**src/rtl/msk_ciphertext_unloader_pkg.sv**
```systemverilog
// Shared constants and types for the masked ciphertext unloader.
// WORDS_PER_BLOCK / WORD_BITS describe how a 128-bit block is split into
// 32-bit words. The FSM encoding is EMPTY (nothing held) and DRAIN
// (a block is held and being streamed out).
package msk_ciphertext_unloader_pkg;

  localparam int WORDS_PER_BLOCK = 4;
  localparam int WORD_BITS       = 32;
  localparam int BLOCK_BITS      = WORDS_PER_BLOCK * WORD_BITS;

  // Index of the final word of a block.
  localparam logic [1:0] LAST_WIDX = 2'd3;

  typedef enum logic {
    EMPTY = 1'b0,
    DRAIN = 1'b1
  } state_e;

endpackage

```
**src/rtl/msk_ciphertext_unloader.sv**
```systemverilog
// Masked ciphertext unloader.
// Accepts one shared ciphertext block from the AES core and streams it as
// four shared 32-bit words. Shares are never recombined here.
//
// Ports:
//   clk           rising-edge clock
//   rst           synchronous active-high reset
//   cipher_valid  core ciphertext valid
//   out_ready     ready towards the core
//   sh_ciphertext shared ciphertext, shbus encoding (bit i of share j at d*i+j)
//   word_valid    output word valid
//   word_ready    downstream ready
//   sh_word       shared output word, shbus encoding
//   word_last     marks the 4th word of a block
//   busy          a captured block is not yet fully drained
module msk_ciphertext_unloader
  import msk_ciphertext_unloader_pkg::*;
#(
  parameter int d = 2
) (
  input  logic                       clk,
  input  logic                       rst,
  input  logic                       cipher_valid,
  output logic                       out_ready,
  input  logic [BLOCK_BITS*d-1:0]    sh_ciphertext,
  output logic                       word_valid,
  input  logic                       word_ready,
  output logic [WORD_BITS*d-1:0]     sh_word,
  output logic                       word_last,
  output logic                       busy
);

  // In shbus encoding the d shares of 32 consecutive plaintext bits are
  // contiguous, so word k is simply the k-th WORD_W slice of the buffer.
  localparam int WORD_W = WORD_BITS * d;
  localparam int BUF_W  = BLOCK_BITS * d;

  state_e             state_r;
  state_e             state_nxt_s;
  logic [1:0]         widx_r;
  logic [1:0]         widx_nxt_s;
  logic [BUF_W-1:0]   sh_buf_r;
  logic [BUF_W-1:0]   sh_buf_nxt_s;
  logic               capture_s;
  logic               word_hs_s;

  // State, word index and share buffer registers.
  always_ff @(posedge clk) begin
    if (rst) begin
      state_r  <= EMPTY;
      widx_r   <= 2'd0;
      sh_buf_r <= {BUF_W{1'b0}};
    end else begin
      state_r  <= state_nxt_s;
      widx_r   <= widx_nxt_s;
      sh_buf_r <= sh_buf_nxt_s;
    end
  end

  // Next-state logic: capture has priority over the final-word release so
  // a new block can be loaded in the same cycle without a bubble.
  always_comb begin
    state_nxt_s  = state_r;
    widx_nxt_s   = widx_r;
    sh_buf_nxt_s = sh_buf_r;
    capture_s    = cipher_valid & out_ready;
    word_hs_s    = word_valid & word_ready;
    case (state_r)
      EMPTY: begin
        if (capture_s) begin
          state_nxt_s  = DRAIN;
          widx_nxt_s   = 2'd0;
          sh_buf_nxt_s = sh_ciphertext;
        end else begin
          state_nxt_s  = EMPTY;
        end
      end
      DRAIN: begin
        if (capture_s) begin
          state_nxt_s  = DRAIN;
          widx_nxt_s   = 2'd0;
          sh_buf_nxt_s = sh_ciphertext;
        end else if (word_hs_s) begin
          if (widx_r == LAST_WIDX) begin
            // Zeroise so no stale shares linger after the block leaves.
            state_nxt_s  = EMPTY;
            widx_nxt_s   = 2'd0;
            sh_buf_nxt_s = {BUF_W{1'b0}};
          end else begin
            widx_nxt_s   = widx_r + 2'd1;
          end
        end else begin
          state_nxt_s  = DRAIN;
        end
      end
      default: begin
        state_nxt_s  = EMPTY;
        widx_nxt_s   = 2'd0;
        sh_buf_nxt_s = {BUF_W{1'b0}};
      end
    endcase
  end

  // Output decode. out_ready depends only on registered state and
  // word_ready, never on cipher_valid. sh_word is a pure mux of registers,
  // so it cannot glitch while the index is held during a stall.
  always_comb begin
    word_valid = 1'b0;
    word_last  = 1'b0;
    busy       = 1'b0;
    out_ready  = 1'b1;
    case (state_r)
      EMPTY: begin
        word_valid = 1'b0;
        word_last  = 1'b0;
        busy       = 1'b0;
        out_ready  = 1'b1;
      end
      DRAIN: begin
        word_valid = 1'b1;
        busy       = 1'b1;
        word_last  = (widx_r == LAST_WIDX);
        out_ready  = (widx_r == LAST_WIDX) & word_ready;
      end
      default: begin
        word_valid = 1'b0;
        word_last  = 1'b0;
        busy       = 1'b0;
        out_ready  = 1'b1;
      end
    endcase
    case (widx_r)
      2'd0:    sh_word = sh_buf_r[0*WORD_W +: WORD_W];
      2'd1:    sh_word = sh_buf_r[1*WORD_W +: WORD_W];
      2'd2:    sh_word = sh_buf_r[2*WORD_W +: WORD_W];
      2'd3:    sh_word = sh_buf_r[3*WORD_W +: WORD_W];
      default: sh_word = {WORD_W{1'b0}};
    endcase
  end

endmodule

```
**config.mk**
```make
export PLATFORM = sky130hd
export DESIGN_NAME = msk_ciphertext_unloader
export DESIGN_NICKNAME = d
export VERILOG_FILES = /design/src/rtl/msk_ciphertext_unloader_pkg.sv /design/src/rtl/msk_ciphertext_unloader.sv
export SDC_FILE = /design/constraint.sdc
export NUM_CORES = 1
export LEC_CHECK = 0
export CORE_AREA = 2 2 149 151
export CTS_BUF_LIST = sky130_fd_sc_hd__clkbuf_16
export DETAILED_ROUTE_END_ITERATION = 6
export DIE_AREA = 0 0 151 153
export PLACE_DENSITY = 0.79
export SLEW_MARGIN = 20
export SYNTH_ARGS = -nofsm -noshare
export SYNTH_HDL_FRONTEND = slang
export SYNTH_SLANG_ARGS = --single-unit
export TNS_END_PERCENT = 100
```
**constraint.sdc**
```tcl
create_clock -name clk -period 2.7 [get_ports clk]
set_input_delay 0.81 -clock clk [delete_from_list [all_inputs] [get_ports clk]]
set_output_delay 0.81 -clock clk [all_outputs]
set_load 0.005 [all_outputs]
```
# [Word-level counts from Yosys, hierarchy flattened]
# Index checks and enable logic that the tools add are counted.
[op_classes] add_sub_neg=1 n_eq_ne=6 muxes=19 bitwise_logic=4 reduce_logical=3
[op_table] operator="two-way mux 256 bit" count=4
[op_table] operator="one-hot mux 256 bit (2 select lines)" count=1
[op_table] operator="one-hot mux 64 bit (4 select lines)" count=1
[op_table] operator="two-way mux 2 bit" count=4
[op_table] operator="one-hot mux 1 bit (2 select lines)" count=4
[op_table] operator="inequality test 3 x 1 -> 1 bit, second input constant" count=2
[op_table] operator="== test 2 bit, second input constant" count=2
[op_table] operator="two-way mux 1 bit" count=4
[op_table] operator="one-hot mux 2 bit (2 select lines)" count=1
[op_table] operator="bitwise AND 1 bit" count=3
[op_table] operator="AND reduction 3 bit" count=1
[op_table] operator="adder 2 x 1 -> 2 bit, second input constant" count=1
[op_table] operator="== test 2 x 1 -> 1 bit, second input constant" count=1
[op_table] operator="zero test 2 bit" count=1
[op_table] operator="inequality test 2 bit, second input constant" count=1
[op_table] operator="AND reduction 2 bit" count=1
[op_table] operator="inverter 1 bit" count=1
[word_totals] regBits=259 input_bits=260 out_inout_bits=68 wordCells=36

# [Longest topological paths before layout]
# Gate-level depths: netlist (run 1).
[depth] depth_word=6 ltp_mapped=7 depth_no_buf=4

# [Worst setup path before layout (run 1)]
# No wires, ideal clock.
[synth_path] path_kind="register -> output" startpoint="register widx_r[0]" endpoint="output port sh_word[27]" t_arrival_ps=1477 t_required_ps=1890 path_slack_ps=413 path_stages_with_launch=7 n_path_buf=3 path_cell_list="dfxtp_1 > ha_1 > clkbuf_1 > buf_2 > clkbuf_1 > a222oi_1 > mux2i_1"
[synth_between] elab_chain_cells=2 elab_cells_between_ends=5 cone_classes="3 x eq/ne; 1 x mux; 1 x reduce/logical"
[synth_lines] element="start, declared" line="msk_ciphertext_unloader.sv:40" source="logic [1:0] widx_r;"
[synth_lines] element="start signal, assigned" line="msk_ciphertext_unloader.sv:55" source="widx_r <= widx_nxt_s;"
[synth_lines] element="== test 2 bit, or another cell as far along" line="msk_ciphertext_unloader.sv:132" source="case (widx_r)"
[synth_lines] element="one-hot mux 64 bit (4 select lines) (*)" line="msk_ciphertext_unloader.sv:132"
[synth_lines] element="end, declared" line="msk_ciphertext_unloader.sv:28" source="output logic [WORD_BITS*d-1:0] sh_word,"
# Mark *: on every way between the ends. The rest lies on a longest branch, timed or not.

# [Worst setup path in the final report (run 1)]
[layout_path] startpoint="register widx_r[1]" endpoint="output port sh_word[26]"
# Same word-level chain as after synthesis.

==> flow_summary_export.csv, run 1 <==
group,metric,value,unit
status,status,"complete, but fails checks",
status,violations,"DRC, setup timing",
layout,areaGrowthSynthToFinish,54.59,%
power_and_ir_drop,pwr-share-clk,0.388,
die,fp.dieW,151,µm
worst_hold_path,whs_endpoint,"sh_buf_r[38]",
die,initial_core_util,0.4441,
sta,slew_headroom,0.6260,
logic_synthesis,ys_async_sr_fraction,0,
worst_hold_path,min_delay_path_depth,1,
routing,firstDrtPassIters,7,
clocking,hold_buffers,0,
power_and_ir_drop,power_density,615.4,mW/mm²
die,core,0.02149,mm²
sta,fin_crit_sh,1.117,
layout,seq_area,0.005194,mm²
placement,dp_slack,-0.05428,ns
setup_path,critPathKind,"flop to output port",
power_and_ir_drop,swShare,0.2397,
global_route,grt_overflow,0,
sta,worst_slack,-0.3152,ns
worst_hold_path,hold_class,"flop to flop",
sta,drv_slew,0,
logic_synthesis,synth_most_common_cell,"dfxtp_1",
worst_hold_path,hold_start,"sh_buf_r[38]",
sta,hold-worst-slack,0.4712,ns
placement,gp_congestion,0.8245,
placement,dp_hpwl,20.11,mm
sta,min_period,3.015,ns
layout,multiInputGateArea,0.003815,mm²
logic_synthesis,ys_top_cells_by_area,"dfxtp_1 54%, a22o_1 23%, a222oi_1 6.7%",
global_route,grt_use_total,0.2704,
flow_run,cap_viol_max_count,0,
global_route,first_global_vias,8642,
setup_path,required,1.89,ns
clocking,clk_latency,0.54,ns
routing,vias,8636,
setup_path,cp.arrival,2.21,ns
logic_synthesis,synthesis.nets,1080,
setup_path,endpoint_kind,"output port",
sta,fin_worst_skew,0.02164,ns
power_and_ir_drop,p_leak,6.173,nW
routing,wirelength,33.06,mm
setup_path,crit_slowest_cell,"a222oi_1",
power_and_ir_drop,seqPwrFrac,0.464,
routing,drc,2,
setup_path,reg2regPathDepth,9,
clocking,htreeDepth,1,
logic_synthesis,yosys.area.top_type,"dfxtp_1",
setup_path,path_max_fanout,15,
placement,io_buffer_count,327,
setup_path,cp_cell_sequence,"buf_6 -> ha_4 -> buf_12 -> a222oi_1 -> mux2i_4 -> buf_2",
clocking,cts_sinks,259,
logic_synthesis,synthesis.instances,816,
routing,wl_per_cell,22.42,µm
logic_synthesis,synth.avg_cell_area,11.69,µm²
power_and_ir_drop,vdd_ir_drop_max,0.4394,mV
power_and_ir_drop,power_frac_comb,0.149,
global_route,grt_pass1_wl,49.20,mm
routing,drt_iter0_markers,796,
layout,nNetsFinal,1436,
die,die_h,153,µm
logic_synthesis,yosys_warnings,0,
setup_path,r2r_start,"widx_r[0]",
setup_path,worstSetupStartpointType,"flop",
power_and_ir_drop,p_int,0.006901,W
logic_synthesis,ys.flop_type,"dfxtp_1",
logic_synthesis,synthTopCellsByCount,"259 x dfxtp_1, 256 x a22o_1, 68 x inv_1",
layout,final_core_util,0.6865,
logic_synthesis,post_synth_num_cell_types,22,
clocking,root_buffer,"clkbuf_16",
die,num_rows,54,
clocking,cts_tree,"done",
sta,finalHoldViolations,0,
layout,drive_gt1_frac,0.1794,
die,ios,328,
sta,tightest_slew,0.5610,ns
logic_synthesis,synth_top_area_frac,0.5434,
global_route,grt_antenna_before_repair,2,
die,die_area,0.02310,mm²
routing,ant_nets,0,
logic_synthesis,yosysSeqAreaShare,0.5434,
global_route,grt_max_degree,55,
setup_path,cp_slowest_stage_delay,0.51,ns
layout,fill_cells,1579,
clocking,clkTransAtPathRegs,0.06,ns
setup_path,r2r_end,"sh_buf_r[112]",
sta,fmax,0.3316,GHz
setup_path,r2r_slack,0.55,ns
logic_synthesis,syn_area,0.009542,mm²
clocking,cts_buffers,27,
logic_synthesis,synth_edf_count,0,
sta,rsz0062_at_grt,"yes",
sta,setup_viol,64,
routing,viasPerCell,5.855,
logic_synthesis,ys_ff_latch,259,
power_and_ir_drop,switchingPower,0.002176,W
clocking,clock_path_buffers,3,
[per-layer routing]
layer	share of wire	global-route usage
met1	0.41	0.3510
met2	0.48	0.4442
met4	0.032	0.09791
met3	0.082	0.05642
met5	0	0
[how the worst max path moves through the flow]
stage,slack [ns],startpoint,to,cells after the start
after CTS,-0.34,widx_r[1],sh_word[57],7
final,-0.32,widx_r[1],sh_word[26],6
after floorplan,0.41,widx_r[0],sh_word[27],6
after global routing,-0.37,widx_r[1],sh_word[52],7
after global placement,-0.04,word_ready,out_ready,4
after detailed placement,-0.05,word_ready,out_ready,4
[sequential cells by signal, indices dropped and copies added (netlist names)]
name and cells:
sh_buf_r 256, state_r 1, widx_r 2
[final cells by class]
class / count / share of cell area
well taps: 280 / 0.02375
clock inverters: 23 / 0.01069
flip-flops and latches: 259 / 0.3521
diodes: 2 / 0.0003393
repair buffers: 413 / 0.2912
clock buffers: 27 / 0.04581
multi-input cells: 403 / 0.2586
inverters: 68 / 0.01747
[cells by family after synthesis]
| kind of cell | count (synthesis) | synth area share |
|---|---|---|
| buffers and inverters | 154 | 0.07120 |
| adder cells (fa/ha/maj) | 4 | 0.005245 |
| multiplexers | 64 | 0.06714 |
| flip-flops | 259 | 0.5434 |
| AO/OA/AOI/OAI | 327 | 0.3083 |
| AND/OR/NAND/NOR | 8 | 0.004720 |
[metrics by stage]
| step | std cells | power, W | cell area, µm² | TNS, ns |
|---|---|---|---|---|
| floorplan | 816 | 0.004751 | 9542 | 0 |
| global placement | 1382 | 0.005476 | 13380 | -0.03728 |
| detailed placement | 1382 | 0.005499 | 13380 | -0.05428 |
| CTS | 1468 | 0.009106 | 14820 | -14.61 |
| global route | 1475 | 0.009384 | 14750 | -16.42 |
| finish | 1475 | 0.009077 | 14750 | -10.61 |
[power by group through the flow]
stage	logic (W)	registers [W]	clock network, W
after global placement	0.00121	0.00427	0
after floorplan	0.000520	0.00423	0
after CTS	0.00135	0.00420	0.00356
final	0.00135	0.00421	0.00352
after detailed placement	0.00122	0.00427	0
after global routing	0.00143	0.00423	0.00372
[layout by cell type, fill, tap and decap left out, types with 8 or more instances in the layout]
master,instances
buf_12,28
a22o_1,256
inv_1,72
buf_4,24
clkdlybuf4s50_1,261
dfxtp_1,256
clkbuf_16,29
mux2i_2,10
buf_2,45
a222oi_1,64
clkbuf_2,20
buf_6,16
buf_16,11
mux2i_1,52
clkinv_2,8
[worst max-delay path: cells and delay by family (launching register included)]
family	cells	cell delay [ns]
muxes	1	0.13
DFF	1	0.37
buffers and inverters	3	0.45
AOI/OAI and AO/OA	1	0.51
adders and majority gates	1	0.21
[repair_timing]
item,CTS,global route
setup buffers,25,6
resized for setup,254,63
pin swaps,39,28
setup endpoints to repair,66,64
cloned,13,2
Power figures use the tool's default switching activity.
==> inputs of run 2 (changes only) <==
--- a/config.mk
+++ b/config.mk
@@ -5,6 +5,7 @@
 export SDC_FILE = /design/constraint.sdc
 export NUM_CORES = 1
 export LEC_CHECK = 0
+export CAP_MARGIN = 20
 export CORE_AREA = 2 2 149 151
 export CTS_BUF_LIST = sky130_fd_sc_hd__clkbuf_16
 export DETAILED_ROUTE_END_ITERATION = 6
@@ -14,4 +15,3 @@
 export SYNTH_ARGS = -nofsm -noshare
 export SYNTH_HDL_FRONTEND = slang
 export SYNTH_SLANG_ARGS = --single-unit
-export TNS_END_PERCENT = 100
==> results of run 2 <==
The final DEF is identical to that of run 1; final timing and power are the same.
